**config.mk**
```make
export PLATFORM = sky130hd
export DESIGN_NAME = seq_detector_1011
export DESIGN_NICKNAME = d
export VERILOG_FILES = /design/src/rtl/seq_detector_1011.sv
export SDC_FILE = /design/constraint.sdc
export NUM_CORES = 1
export LEC_CHECK = 0
export ABC_AREA = 1
export BUFFER_PORTS_ARGS = -buffer_cell sky130_fd_sc_hd__buf_2
export CAP_MARGIN = 20
export CORE_MARGIN = 2
export CORE_UTILIZATION = 39
export CTS_CLUSTER_SIZE = 25
export DETAILED_ROUTE_END_ITERATION = 7
export PLACE_DENSITY_LB_ADDON = 0.25
export SETUP_SLACK_MARGIN = 0.05
export SYNTH_ARGS = -nofsm -noshare
export SYNTH_HDL_FRONTEND = slang
export SYNTH_SLANG_ARGS = --single-unit
```
**constraint.sdc**
```tcl
create_clock -name clk -period 2 [get_ports clk]
set_clock_uncertainty 0.1 [all_clocks]
set_input_delay 0.3 -clock clk [delete_from_list [all_inputs] [get_ports clk]]
set_output_delay 0.3 -clock clk [all_outputs]
set_load 0.02 [all_outputs]
```
**src/rtl/seq_detector_1011.sv**
```systemverilog
// rtl/seq_detector_1011.sv - serial pattern detector with registered match flag and saturating match counter
// Only the PATTERN_LEN-1 most recent prior bits are stored; the oldest bit would fall off on the next shift anyway.
module seq_detector_1011 #(
  parameter int                     PATTERN_LEN = 4,
  parameter logic [PATTERN_LEN-1:0] PATTERN     = 4'b1011,
  parameter bit                     OVERLAP     = 1'b1,
  parameter int                     CNT_W       = 8
) (
  input  logic             clk,
  input  logic             reset,
  input  logic             x,
  output logic             z,
  output logic [CNT_W-1:0] det_count
);

  localparam int                FILL_W = $clog2(PATTERN_LEN + 1);
  localparam logic [FILL_W-1:0] FULL   = FILL_W'(PATTERN_LEN);

  logic [PATTERN_LEN-2:0] hist_q, hist_d;
  logic [FILL_W-1:0]      fill_q, fill_d;
  logic                   z_q, z_d;
  logic [CNT_W-1:0]       det_count_q, det_count_d;

  logic [PATTERN_LEN-1:0] hist_next;
  logic [FILL_W-1:0]      fill_next;
  logic                   match;

  always_comb begin
    hist_next   = {hist_q, x};
    fill_next   = (fill_q == FULL) ? fill_q : fill_q + 1'b1;
    // Requiring a full history blocks false hits right after reset, even for an all-zero pattern.
    match       = (fill_next == FULL) && (hist_next == PATTERN);

    hist_d      = hist_next[PATTERN_LEN-2:0];
    fill_d      = (match && !OVERLAP) ? '0 : fill_next;
    z_d         = match;
    det_count_d = det_count_q;
    if (match && (det_count_q != {CNT_W{1'b1}})) begin
      det_count_d = det_count_q + 1'b1;
    end
  end

  always_ff @(posedge clk) begin
    if (reset) begin
      hist_q      <= '0;
      fill_q      <= '0;
      z_q         <= 1'b0;
      det_count_q <= '0;
    end else begin
      hist_q      <= hist_d;
      fill_q      <= fill_d;
      z_q         <= z_d;
      det_count_q <= det_count_d;
    end
  end

  assign z         = z_q;
  assign det_count = det_count_q;

endmodule

```
==> flow_metrics.tcl <==
set metrics [dict create \
    outcome "complete, no violations" \
    critPathLaunchType "flop" \
    cts_buffer_depth 2 \
    ys_seq_elements 15 \
    synth_cell_types 18 \
    synthTopCellsByCount "nand2_1, nor2_1, inv_1" \
    cts_root_buffer "clkbuf_4" \
    drc 0 \
    cp_max_fo 16 \
    async_flop_share 0 \
    synth_most_common_cell "nand2_1" \
    finalWirelength_um 1380 \
    portBuffers 11 \
    post_cts_resized 0 \
    grt.total_usage 0.135 \
    fin_tns_setup_ns 0 \
    drive_above_1_share 0.254 \
    slew_violations 0 \
    viasPerCell 4.53 \
    worstMarginPinSlew_ns 0.290 \
    grt_pass1_wl_um 2550 \
    syn_area_per_cell_um2 7.29 \
    end_kind "flop" \
    synthToLayoutAreaGrowth_pct 11.6 \
    fin_nets 133 \
    ys_top_cells_by_area "dfxtp_1, nand2_1, nor2_1, inv_1, a21oi_2" \
    seq_area_frac_synth 0.368 \
    fmax_mhz 596 \
    cts_buffers 3 \
    crit_type "reg2reg" \
    hpwlAfterDp_um 1090 \
    dr.first_iter.drc_count 8 \
    required_ns 2.09 \
    clock_sink_count 15 \
    rrSetupSlack_ns 0.32 \
    synth_area_um2 817 \
    post_drt_wl_per_cell_um 9.03 \
    placementRows 16 \
    ant_nets 0 \
    die_h_um 49.8 \
    min_period_over_period 0.839 \
    dr_total_vias 693 \
    drt_first_pass_iters 4 \
    crit_path_start "fill_q[0]" \
    worst-r2r-cell-count 10 \
    ir_drop_mv 0.495 \
    grt_pass1_vias 637 \
    gp_congestion 0.794 \
    insertion_delay_ns 0.29 \
    synth_fp_nets 118 \
    cp-endpoint "det_count[6]" \
    cp_data_arrival_time_ns 1.77 \
    power-per-cell-area_mw_per_mm2 735 \
    setup_viol 0 \
    initial_core_util 0.416 \
    n_antenna_cell 0 \
    dieArea_mm2 0.00248 \
    synth_cells 112 \
    yosysTopAreaCellShare 0.368 \
    filler_cell_count 230 \
    worst_hold_path_type "in2reg" \
    yosysWarningCount 0 \
    drv_cap 0 \
    max_slew_margin 0.805 \
    final-hold-violation-count 0 \
    grt_max_degree 17 \
    pre_cts_ws_ns 0.320 \
    fin_ws_ns 0.323 \
    rsz0062_at_grt "false" \
    power.leakage_uw 0.000476 \
    antenna_found_initial 0 \
    grt_overflow 0 \
    synth_edf_count 0 \
    r2r_end "det_count[6]" \
    cts_tree "yes" \
    ios 12 \
    clk_pin_slew_ns 0.09 \
    htree_levels 1 \
    ctsHoldBuffers 0 \
    r2r-start "fill_q[0]" \
    synth_largest_area_cell "dfxtp_1" \
    fin_crit_ns 1.68 \
    fp.coreArea_mm2 0.00196 \
    post-cts-setup-buffers 0 \
    ys.flop_type "dfxtp_1" \
    die_w_um 49.8 \
]
==> registers in the layout, summed over array words and instances (netlist names) <==
register,count
det_count,8
fill_q,3
hist_q,3
z,1
==> critical path: stages, from the launching register on <==
cell and delay (ns):
dfxtp_1 0.36, inv_1 0.06, ha_1 0.23, nand2_2 0.11, nand2_1 0.06, nand2_2 0.10, nand2_4 0.07, nor2_8 0.25
nand3_1 0.11, nand2_1 0.09, nor2_2 0.03
==> power by group <==
| group | internal, uW | switching [uW] |
|---|---|---|
| sequential | 319 | 17.7 |
| combinational | 54.8 | 106 |
| clock | 77.5 | 94.6 |
==> through the flow <==
step	hold slack (ns)	std cells	total power, uW	cell area, um^2	util
finish	0.131	153	670	912	0.465
global route	0.158	153	717	912	0.465
CTS	0.122	153	681	912	0.465
detailed placement	0.323	149	506	886	0.452
global placement	0.318	149	498	886	0.452
floorplan	0.271	112	478	817	-
==> how the worst min path moves through the flow <==
stage / start / to / slack, ns / cells past startpoint
final: x / hist_q[0] / 0.13 / 3
after global routing: x / hist_q[0] / 0.16 / 3
after CTS: x / hist_q[0] / 0.12 / 3
after detailed placement: hist_q[0] / hist_q[1] / 0.32 / 2
after global placement: hist_q[0] / hist_q[1] / 0.32 / 2
after floorplan: reset / hist_q[0] / 0.27 / 1
==> layer usage <==
metal,up-vias,track usage,share of wire
met5,-,0,0
met1,304,0.155,0.47
li1,372,-,-
met2,13,0.220,0.47
met3,4,0.0545,0.049
met4,0,0.0602,0.017
==> final cells by class <==
class	count	area, um^2	area share
Tap cell	27	33.8	0.0370
Inverter	19	71.3	0.0782
Multi-Input combinational cell	77	425	0.466
Sequential cell	15	300	0.329
Timing Repair Buffer	11	55.1	0.0604
Clock buffer	4	26.3	0.0288
==> cell usage in the layout (no fill, tap or decap) <==
cell type / synthesis / routed
a21oi_1: 1 / 1
nor2_1: 20 / 20
nand2_1: 23 / 23
nand3_1: 11 / 11
dfxtp_1: 15 / 15
nor2_4: 1 / 1
nor2_8: 1 / 1
nand2_4: 2 / 2
nand3_2: 1 / 1
buf_2: 0 / 11
nor2_2: 1 / 1
inv_1: 17 / 17
inv_2: 1 / 1
a21oi_2: 7 / 7
clkinv_1: 1 / 1
nor3_1: 2 / 2
nand2_2: 4 / 4
clkbuf_1: 0 / 1
ha_1: 3 / 3
clkbuf_4: 0 / 3
==> cells by family after synthesis <==
family	count (synthesis)	synth area share
buffers and inverters	20	0.112
adders and majority gates	3	0.0459
DFF	15	0.368
AOI/OAI and AO/OA	8	0.0812
and+or+nand+nor	66	0.394
Power figures use the tool's default switching activity.
